--- config.mk ---
export PLATFORM = sky130hd
export DESIGN_NAME = char_receiver
export DESIGN_NICKNAME = d
export VERILOG_FILES = /design/src/rtl/char_receiver.sv
export SDC_FILE = /design/constraint.sdc
export NUM_CORES = 1
export LEC_CHECK = 0
export ABC_AREA = 1
export ABC_CLOCK_PERIOD_IN_PS = 1800
export CAP_MARGIN = 20
export CORE_MARGIN = 5
export CORE_UTILIZATION = 35
export DETAILED_ROUTE_END_ITERATION = 10
export DONT_BUFFER_PORTS = 1
export PLACE_DENSITY = 0.46
export SLEW_MARGIN = 0
export SYNTH_ARGS = -nofsm -noshare
export SYNTH_HDL_FRONTEND = slang
export SYNTH_SLANG_ARGS = --single-unit
--- constraint.sdc ---
create_clock -name cclk -period 1.8 [get_ports cclk]
set_clock_uncertainty 0.2 [all_clocks]
set_input_delay 0.54 -clock cclk [delete_from_list [all_inputs] [get_ports cclk]]
set_output_delay 0.54 -clock cclk [all_outputs]
set_load 0.05 [all_outputs]
--- src/rtl/char_receiver.sv ---
// 8N1 UART receiver (LSB first, idle-high) with a hold-until-ack byte output, framing-error pulse and sticky overrun.
// Optional build macro RX_MAJORITY_EN: 2-of-3 majority vote at each sample point (needs CLKS_PER_BIT >= 6).
module char_receiver #(
  parameter int CLKS_PER_BIT = 10417
) (
  input  logic       cclk,
  input  logic       rst,
  input  logic       serialIn,
  input  logic       char_ack,
  output logic [7:0] char_out,
  output logic       char_valid,
  output logic       framing_err,
  output logic       overrun,
  output logic       busy
);

  localparam logic [15:0] BIT_LAST  = 16'(CLKS_PER_BIT - 1);
  localparam logic [15:0] HALF_LAST = 16'((CLKS_PER_BIT / 2) - 1);

  localparam logic [2:0] IDLE      = 3'd0;
  localparam logic [2:0] START     = 3'd1;
  localparam logic [2:0] DATA      = 3'd2;
  localparam logic [2:0] STOP      = 3'd3;
  localparam logic [2:0] WAIT_HIGH = 3'd4;

  logic [2:0]  state;
  logic [15:0] phase;
  logic [2:0]  bit_idx;
  logic [7:0]  shift;
  logic        sync1;
  logic        rx_s;
  logic        sample;

  // Synchronizer resets to the idle level so reset release never looks like a start bit.
  always_ff @(posedge cclk) begin
    if (rst) begin
      sync1 <= 1'b1;
      rx_s  <= 1'b1;
    end else begin
      sync1 <= serialIn;
      rx_s  <= sync1;
    end
  end

`ifdef RX_MAJORITY_EN
  // hist[0] holds rx_s from phase P-1, hist[1] from phase P-2; phase advances every cycle.
  logic [1:0] hist;

  always_ff @(posedge cclk) begin
    if (rst) begin
      hist <= 2'b11;
    end else begin
      hist <= {hist[0], rx_s};
    end
  end

  assign sample = (hist[1] & hist[0]) | (hist[1] & rx_s) | (hist[0] & rx_s);
`else
  assign sample = rx_s;
`endif

  assign busy = (state != IDLE);

  always_ff @(posedge cclk) begin
    if (rst) begin
      state       <= IDLE;
      phase       <= 16'd0;
      bit_idx     <= 3'd0;
      shift       <= 8'h00;
      char_out    <= 8'h00;
      char_valid  <= 1'b0;
      framing_err <= 1'b0;
      overrun     <= 1'b0;
    end else begin
      framing_err <= 1'b0;
      phase       <= phase + 16'd1;
      if (char_ack && char_valid) begin
        char_valid <= 1'b0;
      end

      case (state)
        IDLE: begin
          if (!rx_s) begin
            state <= START;
            phase <= 16'd0;
          end
        end

        START: begin
          if (phase == HALF_LAST) begin
            phase <= 16'd0;
            if (sample) begin
              state <= IDLE;
            end else begin
              state   <= DATA;
              bit_idx <= 3'd0;
            end
          end
        end

        // Right shift lands the first (LSB) bit in bit 0 after eight samples.
        DATA: begin
          if (phase == BIT_LAST) begin
            phase   <= 16'd0;
            shift   <= {sample, shift[7:1]};
            bit_idx <= bit_idx + 3'd1;
            if (bit_idx == 3'd7) begin
              state <= STOP;
            end
          end
        end

        // A new byte always overwrites; an ack in the same cycle cannot clear it.
        STOP: begin
          if (phase == BIT_LAST) begin
            phase <= 16'd0;
            if (sample) begin
              char_out   <= shift;
              char_valid <= 1'b1;
              if (char_valid && !char_ack) begin
                overrun <= 1'b1;
              end
              state <= IDLE;
            end else begin
              framing_err <= 1'b1;
              state       <= WAIT_HIGH;
            end
          end
        end

        WAIT_HIGH: begin
          if (rx_s) begin
            state <= IDLE;
            phase <= 16'd0;
          end
        end

        default: begin
          state <= IDLE;
          phase <= 16'd0;
        end
      endcase
    end
  end

endmodule

# After elaboration in Yosys (flattened, before gate mapping)
# Index checks and enable logic that the tools add are counted.
# W data, S select, Z words.
# totals
reg_bits	43
input_bits	4
# op_classes
eq_ne	14
addsub	2
reduce_logical	13
bitwise_logic	2
muxes	23
# op_table
cell	count
$mux W16	4
$pmux W16 S4	1
$mux W3	10
$add A16 B1 Y16 const B	1
$eq A16 B13 Y1 const B	1
$eq A16 B14 Y1 const B	1
$pmux W3 S5	1
$ne A2 B2 Y1 const B	7
$reduce_and A4 Y1	2
$eq A3 B2 Y1 const B	2
$eq A3 B3 Y1 const B	2
$pmux W3 S2	1
$reduce_and A6 Y1	1
$mux W1	5
$add A3 B1 Y3 const B	1
$eq A3 B1 Y1 const B	1
$logic_not A3 Y1	1
$reduce_and A3 Y1	1
$reduce_bool A3 Y1	1
$reduce_or A3 Y1	1
$logic_and A1 B1 Y1	2
$mux W2	1
$not A1 Y1	2
$reduce_and A2 Y1	1
other kinds (3)	3

# Depth between registers and ports, before layout
# Gate-level depths: netlist (run 1).
# logic_depth
ltp_word	5
depth_mapped	12
mapped_depth_nobuf	12

# Worst setup path before layout (run 1)
# No wires, ideal clock.
# synth_path
path_type	in2reg
from	in rst
to	reg char_out[1]
arrival_ps	1375
n_path_buf	2
path_slack_ps	155
stages	5
required_time_ps	1530
path_cell_list	clkbuf_1 > inv_1 > clkbuf_1 > o21ai_0 > a21oi_1
# synth_rtl
item	line_no	rtl
from (decl)	7	input logic rst,
to (signal assigned)	118	char_out <= shift;
to (decl)	10	output logic [7:0] char_out,

# Worst setup path in the final report (run 1)
# layout_path
from	reg state[2]
to	out busy
# layout_via
elab_chain_len	1
# layout_lines
item	line_no	rtl
from (decl)	26	logic [2:0] state;
from (signal assigned)	66	state <= IDLE;
from (signal assigned)	84	state <= START;
from (signal assigned)	93	state <= IDLE;
$reduce_bool A3 Y1	62	assign busy = (state != IDLE);
to (decl)	14	output logic busy
# Every way passes these cells.

==> results of run 1 <==
[what timing repair did]
item | 4_1_cts | 5_1_grt
gates resized for setup | 8 | 24
pin swaps | 1 | 11
hold buffers | 0 | 0
setup endpoints to repair | 1 | 35
setup buffers | 1 | 2
cloned | 0 | 0
[path summary, 6_finish.rpt]
path	end	depth (start not counted)	start	slack (ns)
worst max-delay path	busy	3	state[2]$_SDFFE_PP0P_	0.04
worst min-delay path	overrun$_SDFFE_PP0P_	1	rst	0.09
worst max register to register	phase[4]$_SDFF_PP0_	11	phase[0]$_SDFF_PP0_	0.10
worst min register to register	rx_s$_SDFF_PP1_	1	sync1$_SDFF_PP1_	0.22
[state kept, by name (all words and copies together), names as in the netlist]
name         cells
phase           16
char_out         8
shift            8
bit_idx          3
state            3
char_valid       1
framing_err      1
overrun          1
rx_s             1
sync1            1
[cell type report]
class	instances	area [µm²]	area share (%)
repair buffers	18	168	6.79
clock inverters	3	25.0	1.01
inverters	47	176	7.15
flip-flops and latches	43	878	35.6
clock buffers	5	68.8	2.79
well taps	75	93.8	3.80
multi-input cells	177	1060	42.9
[synth_stat cells (3+ instances only)]
cell | instances | area [µm²]
a21oi_1 | 21 | 105
dfxtp_1 | 43 | 861
ha_1 | 4 | 50.1
inv_1 | 34 | 128
inv_2 | 13 | 48.8
nand2_1 | 34 | 128
nand2_2 | 8 | 50.1
nand2_4 | 3 | 33.8
nand3_1 | 12 | 60.1
nor2_1 | 38 | 143
nor2_2 | 4 | 25.0
nor2_4 | 3 | 33.8
nor3_1 | 6 | 30.0
o21ai_0 | 17 | 85.1
o21ai_1 | 3 | 15.0
xor2_1 | 7 | 61.3
[cell families after synthesis]
| kind of cell | count (synthesis) | share of synthesized area [%] |
|---|---|---|
| AND/OR/NAND/NOR | 119 | 29.8 |
| buffers and inverters | 52 | 10.4 |
| AO/OA/AOI/OAI | 47 | 12.4 |
| flip-flops | 43 | 41.9 |
| XOR/XNOR | 7 | 2.98 |
| adder cells (fa/ha/maj) | 4 | 2.44 |
[routing by layer]
layer	vias up	track usage, %
met1	771	14.9
met3	5	3.23
met5	-	0
met4	0	4.67
li1	889	-
met2	22	18.4
[report_power, final]
part | leakage [nW] | total, mW | internal, mW | switching, mW
logic | 0.579 | 0.632 | 0.265 | 0.368
registers | 0.351 | 1.06 | 1.01 | 0.0553
clock network | 0.0443 | 0.641 | 0.278 | 0.363
[through the flow]
stage | hold slack [ns] | TNS, ns | utilization (%) | setup WS (ns) | total power, mW
finish | 0.0860 | 0 | 42.4 | 0.0446 | 2.33
global route | 0.0646 | -0.0400 | 42.4 | -0.0152 | 2.48
CTS | 0.0751 | 0 | 40.5 | 0.0152 | 2.29
detailed placement | 0.202 | 0 | 38.4 | 0.0322 | 1.61
global placement | 0.192 | 0 | 38.4 | 0.0406 | 1.61
floorplan | 0.189 | 0 | - | 0.155 | 1.46
[critical path, delay by kind of cell (launching register included)]
| kind | cells | cell delay [ns] |
|---|---|---|
| flip-flops | 1 | 0.38 |
| AND/OR/NAND/NOR | 1 | 0.08 |
| buffers and inverters | 2 | 0.25 |
[layout by cell type (no fill, tap or decap), types with 2 or more instances in the layout]
cell / n
a21oi_1: 20
a21oi_2: 3
buf_12: 2
buf_4: 14
buf_6: 2
clkbuf_8: 5
clkinv_4: 2
dfxtp_1: 37
dfxtp_2: 2
dfxtp_4: 4
ha_1: 2
ha_4: 2
inv_1: 33
inv_2: 14
nand2_1: 30
nand2_2: 10
nand2_4: 5
nand3_1: 11
nand3_2: 2
nand3_4: 2
nor2_1: 34
nor2_2: 5
nor2_4: 6
nor3_1: 6
nor4_1: 2
o21ai_0: 17
o21ai_1: 3
o21ai_2: 2
or2_2: 2
xor2_1: 7
==> run_results.csv, run 1 <==
group,metric,value,unit
timing,worst_pin_slew,0.512,ns
yosys,synth-seq-area-share,41.9,%
yosys,ys_warn_count,0,
layout,fill_cells,636,
timing,timing.fmax,0.570,GHz
detailed_routing,drc_errors,0,
timing,slew_viol_final,0,
yosys,syn_avg_cell_area,7.55,µm²
placed_design,finalWeightedCongestion,0.797,
yosys,synthFlopType,"dfxtp_1",
timing,finalCritPeriodShare,97.5,%
layout,drive_gt1_share,29.7,%
hold_path,hold_class,"in -> reg",
job,drv_cap,0,
floorplanning,dieArea,7500,µm²
critical_path,critPathMaxFanout,6,
clock_network,cts_max_path_buffers,2,
critical_path,cpMaxStageDelayCell,"dfxtp_4",
yosys,ys_seq_elements,43,
detailed_routing,routed-wl-met3,135,µm
global_route,grt_pass1_wl,6870,µm
clock_network,clock_sinks,43,
clock_network,htreeDepth,2,
clock_network,clk_latency,0.30,ns
yosys,ys_types,31,
critical_path,cp-start-kind,"flip-flop",
timing,min_period,1.76,ns
detailed_routing,vias,1687,
yosys,syn_nets,280,
detailed_routing,drtAntennaViolNets,0,
detailed_routing,routed-wl-met2,1860,µm
detailed_routing,met1_length,2040,µm
critical_path,slowest_delay,0.38,ns
global_route,gr-total-overflow,0,
detailed_routing,wl,4100,µm
layout,num-nets-final,300,
global_route,grt_pass1_vias,1603,
pwr,power_density,945,nW/µm²
floorplanning,start_util,35.3,%
layout,area_growth,20.2,%
layout,final_cell_count_no_fill,368,
timing,rsz0062_at_grt,"yes",
critical_path,critPathArrivalTime,1.02,ns
detailed_routing,via_per_inst,4.58,
floorplanning,die_w,86.6,µm
global_route,track_usage,11.6,%
detailed_routing,drt_iter0_drc,33,
layout,stdcell_area,2470,µm²
detailed_routing,top_layer,"met4",
global_route,grt_antenna_before_repair,0,
detailed_routing,dr.pass1.iters,4,
floorplanning,row_count,28,
clock_network,numCtsBuffers,5,
floorplanning,core_area,5820,µm²
floorplanning,pin_count,16,
placed_design,port_buffers,0,
yosys,synth_edf_count,0,
global_route,grt_max_degree,18,
clock_network,cts_tree,"done",
floorplanning,die_h,86.6,µm
critical_path,crit_type,"reg -> out",
yosys,synthCells,272,
timing,finalHoldViolations,0,
clock_network,clk_pin_slew_worst_paths,0.10,ns
status,status,"complete, no violations",
critical_path,worstPathRequired,1.06,ns
yosys,async_flop_share,0,%
critical_path,crit_path_end_kind,"output port",
layout,antenna_cells,0,
timing,max-slew-margin-rel,65.8,%
timing,setup_viol,0,
placed_design,dpl-instance-area,2240,µm²
clock_network,cts_root_buf,"clkbuf_8",
pwr,p_leak,0.974,nW
placed_design,hpwl,3010,µm
pwr,ir_drop,488,µV
yosys,synth.cell_area,2050,µm²
detailed_routing,wl_per_cell,11.1,µm
placed_design,dp.cells,357,
critical_path,crit_chain,"inv_2 -> nand2_2 -> buf_6",
Note: power is estimated with default switching activity, not from simulation.
==> inputs of run 2 (changes only) <==
- GPL_TIMING_DRIVEN: not set -> 0
==> run_results.csv, run 2 (same netlist as run 1, synthesis figures left out) <==
group,metric,value,unit
critical_path,cp-start-kind,"flip-flop",
timing,timing.fmax,0.580,GHz
timing,min_period,1.73,ns
pwr,total_power,2.40,mW
critical_path,crit_family,"flip-flops",
layout,layout_commonest_cell,"dfxtp_1",
clock_network,clk_latency,0.30,ns
placed_design,port_buffers,0,
floorplanning,die_w,86.6,µm
detailed_routing,via_per_inst,4.57,
floorplanning,start_util,35.3,%
pwr,ir_drop,371,µV
detailed_routing,drt_iter0_drc,50,
timing,max-slew-margin-rel,65.2,%
placed_design,pre_cts_slack,-0.267,ns
detailed_routing,drc_errors,0,
timing,worst_pin_slew,0.522,ns
clock_network,cts_tree,"done",
global_route,grt_antenna_before_repair,0,
global_route,grt_pass1_wl,7040,µm
clock_network,htreeDepth,2,
status,status,"complete, no violations",
critical_path,critPathMaxFanout,6,
pwr,power_density,976,nW/µm²
critical_path,critPathBufInv,1,
floorplanning,core_area,5820,µm²
clock_network,cts_root_buf,"clkbuf_8",
timing,setup_viol,0,
timing,finalCritPeriodShare,95.8,%
timing,finalHoldViolations,0,
global_route,grt_pass1_vias,1493,
detailed_routing,wl,4260,µm
critical_path,slowest_delay,0.41,ns
clock_network,numCtsBuffers,5,
layout,top_register,"phase",
global_route,track_usage,11.9,%
critical_path,cpMaxStageDelayCell,"dfxtp_2",
global_route,gr-total-overflow,0,
layout,antenna_cells,0,
clock_network,ctsHoldBuffers,0,
layout,drive_gt1_share,28.0,%
clock_network,clock_sinks,43,
clock_network,cts_max_path_buffers,2,
floorplanning,die_h,86.6,µm
timing,slew_viol_final,0,
detailed_routing,wl_per_cell,11.7,µm
critical_path,crit_path_end_kind,"output port",
timing,setup_tns,0,ns
layout,largest_reg_flops,16,
hold_path,hold_class,"in -> reg",
floorplanning,pin_count,16,
critical_path,crit_chain,"inv_2 -> nand2_4",
placed_design,finalWeightedCongestion,0.779,
critical_path,worstPathRequired,1.06,ns
clock_network,clk_pin_slew_worst_paths,0.10,ns
layout,fin_util,42.3,%
layout,fill_cells,650,
placed_design,hpwl,2970,µm
critical_path,crit_type,"reg -> out",
floorplanning,dieArea,7500,µm²
global_route,grt_max_degree,16,
detailed_routing,drtAntennaViolNets,0,
floorplanning,row_count,28,
layout,num-nets-final,296,
job,drv_cap,0,
layout,top_regs,"phase: 16 flops, char_out: 8 flops, shift: 8 flops",
layout,area_growth,19.8,%
detailed_routing,vias,1662,
critical_path,critPathArrivalTime,0.99,ns
pwr,p_leak,0.955,nW
layout,mostFrequentLayoutCells,"37 x dfxtp_1, 33 x nand2_1, 32 x nor2_1, 32 x inv_1, 21 x a21oi_1",
timing,setup_slack,0.0747,ns
detailed_routing,dr.pass1.iters,4,
run 2: cell types whose count changed in the layout (fill, tap and decap cells not counted), sizes merged:
cell	change
nand3	+1
clkbuf	+4
buf	-9
run 2: power by group:
| part | switching, mW | total [mW] | internal, mW |
|---|---|---|---|
| clock network | 0.374 | 0.651 | 0.278 |
| logic | 0.395 | 0.683 | 0.289 |
| registers | 0.0651 | 1.07 | 1.00 |
| total | 0.833 | 2.40 | 1.57 |
run 2: what timing repair did:
item,CTS,global route
pin swaps,1,6
gates cloned,0,3
resized for setup,8,27
buffers inserted,0,6
endpoints found under the setup margin,19,30
run 2: final timing paths:
check | slack [ns] | cells past startpoint | end | start
max reg2reg | 0.09 | 11 | phase[10]$_SDFF_PP0_ | phase[0]$_SDFF_PP0_
min reg2reg | 0.22 | 1 | rx_s$_SDFF_PP1_ | sync1$_SDFF_PP1_
min | 0.13 | 1 | sync1$_SDFF_PP1_ | serialIn
max | 0.07 | 2 | busy | state[2]$_SDFFE_PP0P_
run 2: through the flow:
step	hold slack (ns)	cells	cell area [µm²]
2_1_floorplan	0.189	272	2050
3_3_place_gp	0.206	347	2150
3_5_place_dp	0.200	347	2150
4_1_cts	0.125	355	2270
5_1_grt	0.129	364	2460
6_report	0.131	364	2460
run 2: layout make-up:
cell class,count,area (µm²),share of cell area (%)
Multi-Input combinational cell,178,1080,43.8
Sequential cell,43,873,35.5
Inverter,47,181,7.37
Timing Repair Buffer,8,95.1,3.86
Tap cell,75,93.8,3.81
Clock buffer,5,68.8,2.80
Buffer,5,46.3,1.88
Clock inverter,3,25.0,1.02
run 2: per-layer routing:
metal  track usage [%]  part of all wire (%)  wire, µm
met1              16.3                    52      2230
met2              17.1                    42      1780
met3              3.80                   4.4       188
met4              4.67                   1.5        65
met5                 0                     0         0
==> inputs of run 3 (changes only) <==
--- a/config.mk
+++ b/config.mk
@@ -9,4 +9,5 @@
 export ABC_CLOCK_PERIOD_IN_PS = 1800
 export CAP_MARGIN = 20
+export CORE_ASPECT_RATIO = 2
 export CORE_MARGIN = 5
 export CORE_UTILIZATION = 35
==> constraint.sdc (replaced) <==
create_clock -name cclk -period 1.8 [get_ports cclk]
set_clock_uncertainty 0.2 [all_clocks]
set_input_delay 0.36 -clock cclk [delete_from_list [all_inputs] [get_ports cclk]]
set_output_delay 0.36 -clock cclk [all_outputs]
set_load 0.05 [all_outputs]
==> run_results.csv, run 3 (same netlist as run 1, synthesis figures left out) <==
group,metric,value,unit
detailed_routing,wl_per_cell,14.0,µm
placed_design,port_buffers,0,
layout,fin_util,44.2,%
layout,multi_input_area,1090,µm²
layout,stdcell_area,2520,µm²
pwr,ir_drop,997,µV
critical_path,crit_type,"reg -> reg",
pwr,power_density,1110,nW/µm²
layout,drive_gt1_share,27.8,%
critical_path,critPathMaxFanout,5,
timing,min_period,1.70,ns
critical_path,r2r_slack,0.10,ns
global_route,grt_max_degree,15,
pwr,p_leak,1.00,nW
timing,whs,0.0656,ns
critical_path,worstReg2RegEnd,"char_out[4]$_SDFFE_PP0P_",
placed_design,hpwl,3600,µm
timing,finalCritPeriodShare,94.4,%
layout,largest_reg_flops,16,
hold_path,holdPathEnd,"overrun$_SDFFE_PP0P_",
detailed_routing,vias,1691,
layout,area_growth,22.9,%
floorplanning,die_w,64.2,µm
detailed_routing,drc_errors,0,
clock_network,clk_pin_slew_worst_paths,0.06,ns
clock_network,clk_latency,0.29,ns
clock_network,cts_max_path_buffers,2,
floorplanning,start_util,36.0,%
global_route,track_usage,13.1,%
global_route,gr-total-overflow,0,
hold_path,min_path_cells,3,
layout,mostFrequentLayoutCells,"38 x dfxtp_1, 33 x nor2_1, 32 x inv_1, 31 x nand2_1, 21 x a21oi_1",
layout,antenna_cells,0,
critical_path,critPathArrivalTime,1.68,ns
critical_path,r2r-start,"phase[0]$_SDFF_PP0_",
clock_network,cts_root_buf,"clkbuf_16",
layout,fill_cells,616,
clock_network,numCtsBuffers,5,
detailed_routing,drt_iter0_drc,48,
clock_network,cts_tree,"done",
global_route,grt_pass1_wl,7820,µm
detailed_routing,wl,4900,µm
pwr,total_power,2.80,mW
timing,rsz0062_at_grt,"yes",
timing,max-slew-margin-rel,64.3,%
placed_design,pre_cts_slack,-0.102,ns
clock_network,clock_sinks,43,
layout,final_cell_count_no_fill,349,
timing,worst_pin_slew,0.535,ns
placed_design,finalWeightedCongestion,0.810,
critical_path,cp-start-kind,"flip-flop",
critical_path,worstPathRequired,1.78,ns
timing,setup_viol,0,
timing,finalHoldViolations,0,
timing,timing.fmax,0.588,GHz
status,status,"complete, no violations",
floorplanning,row_count,39,
placed_design,dpl-instance-area,2130,µm²
floorplanning,dieArea,7600,µm²
layout,layout_commonest_cell,"dfxtp_1",
layout,num-nets-final,295,
detailed_routing,dr.pass1.iters,4,
clock_network,htreeDepth,2,
global_route,grt_antenna_before_repair,0,
floorplanning,pin_count,16,
hold_path,hold_class,"in -> reg",
layout,top_register,"phase",
detailed_routing,drtAntennaViolNets,0,
floorplanning,core_area,5710,µm²
placed_design,dp.cells,333,
timing,slew_viol_final,0,
critical_path,rr_worst_depth,10,
layout,area.sequential,872,µm²
critical_path,crit_path_end_kind,"flip-flop",
layout,top_regs,"phase: 16 flops, char_out: 8 flops, shift: 8 flops",
timing,setup_tns,0,ns
global_route,grt_pass1_vias,1688,
job,drv_cap,0,
detailed_routing,via_per_inst,4.85,
floorplanning,die_h,118,µm
hold_path,min_from,"char_ack",
timing,setup_slack,0.100,ns
[run 3: power by group]
part           internal, mW  switching [mW]  leakage, nW
sequential             1.00          0.0634        0.350
combinational         0.299           0.403        0.570
clock                 0.654           0.377       0.0838
[run 3: worst max path at each step]
| stage | end | slack [ns] | cells after the start | start |
|---|---|---|---|---|
| floorplan | char_out[3]$_SDFFE_PP0P_ | 0.17 | 10 | phase[0]$_SDFF_PP0_ |
| global placement | phase[11]$_SDFF_PP0_ | -0.08 | 10 | phase[0]$_SDFF_PP0_ |
| detailed placement | shift[6]$_SDFFE_PP0P_ | -0.10 | 5 | rst |
| CTS | char_out[4]$_SDFFE_PP0P_ | 0.02 | 10 | phase[0]$_SDFF_PP0_ |
| global route | phase[5]$_SDFF_PP0_ | -0.009 | 11 | phase[1]$_SDFF_PP0_ |
| finish | char_out[4]$_SDFFE_PP0P_ | 0.10 | 10 | phase[0]$_SDFF_PP0_ |
[run 3: repair_timing]
| action | CTS | global route |
|---|---|---|
| hold endpoints to repair | 1 | 0 |
| pin swaps | 1 | 7 |
| gates cloned | 0 | 3 |
| endpoints found under the setup margin | 16 | 33 |
| setup buffers | 0 | 4 |
| hold buffers | 1 | 0 |
| gates resized for setup | 5 | 32 |
[run 3: area by class of cell]
class                      instances  share of cell area, %
buffer                             5                   1.98
tap                               61                   3.02
inverter                          47                   7.19
multi-input combinational        178                   43.0
sequential                        43                   34.5
timing repair buffer               7                   3.57
clock buffer                       5                   4.96
clock inverter                     3                   1.73
[run 3: worst max-delay path: stages (launching register included)]
cell and delay, ns:
dfxtp_4 0.36, inv_2 0.06, ha_4 0.15, nand3_4 0.08, nor2_4 0.12, nand2_4 0.10
inv_4 0.09, nand3_4 0.11, buf_8 0.17, o21ai_4 0.11, a21oi_2 0.04
[run 3: layer usage]
metal	vias to the layer above	share of wire (%)	GRT usage, %
met5	-	0	0
met4	0	4.4	5.73
met3	10	2.7	3.13
met2	18	59	26.2
met1	777	34	11.6
li1	886	-	-
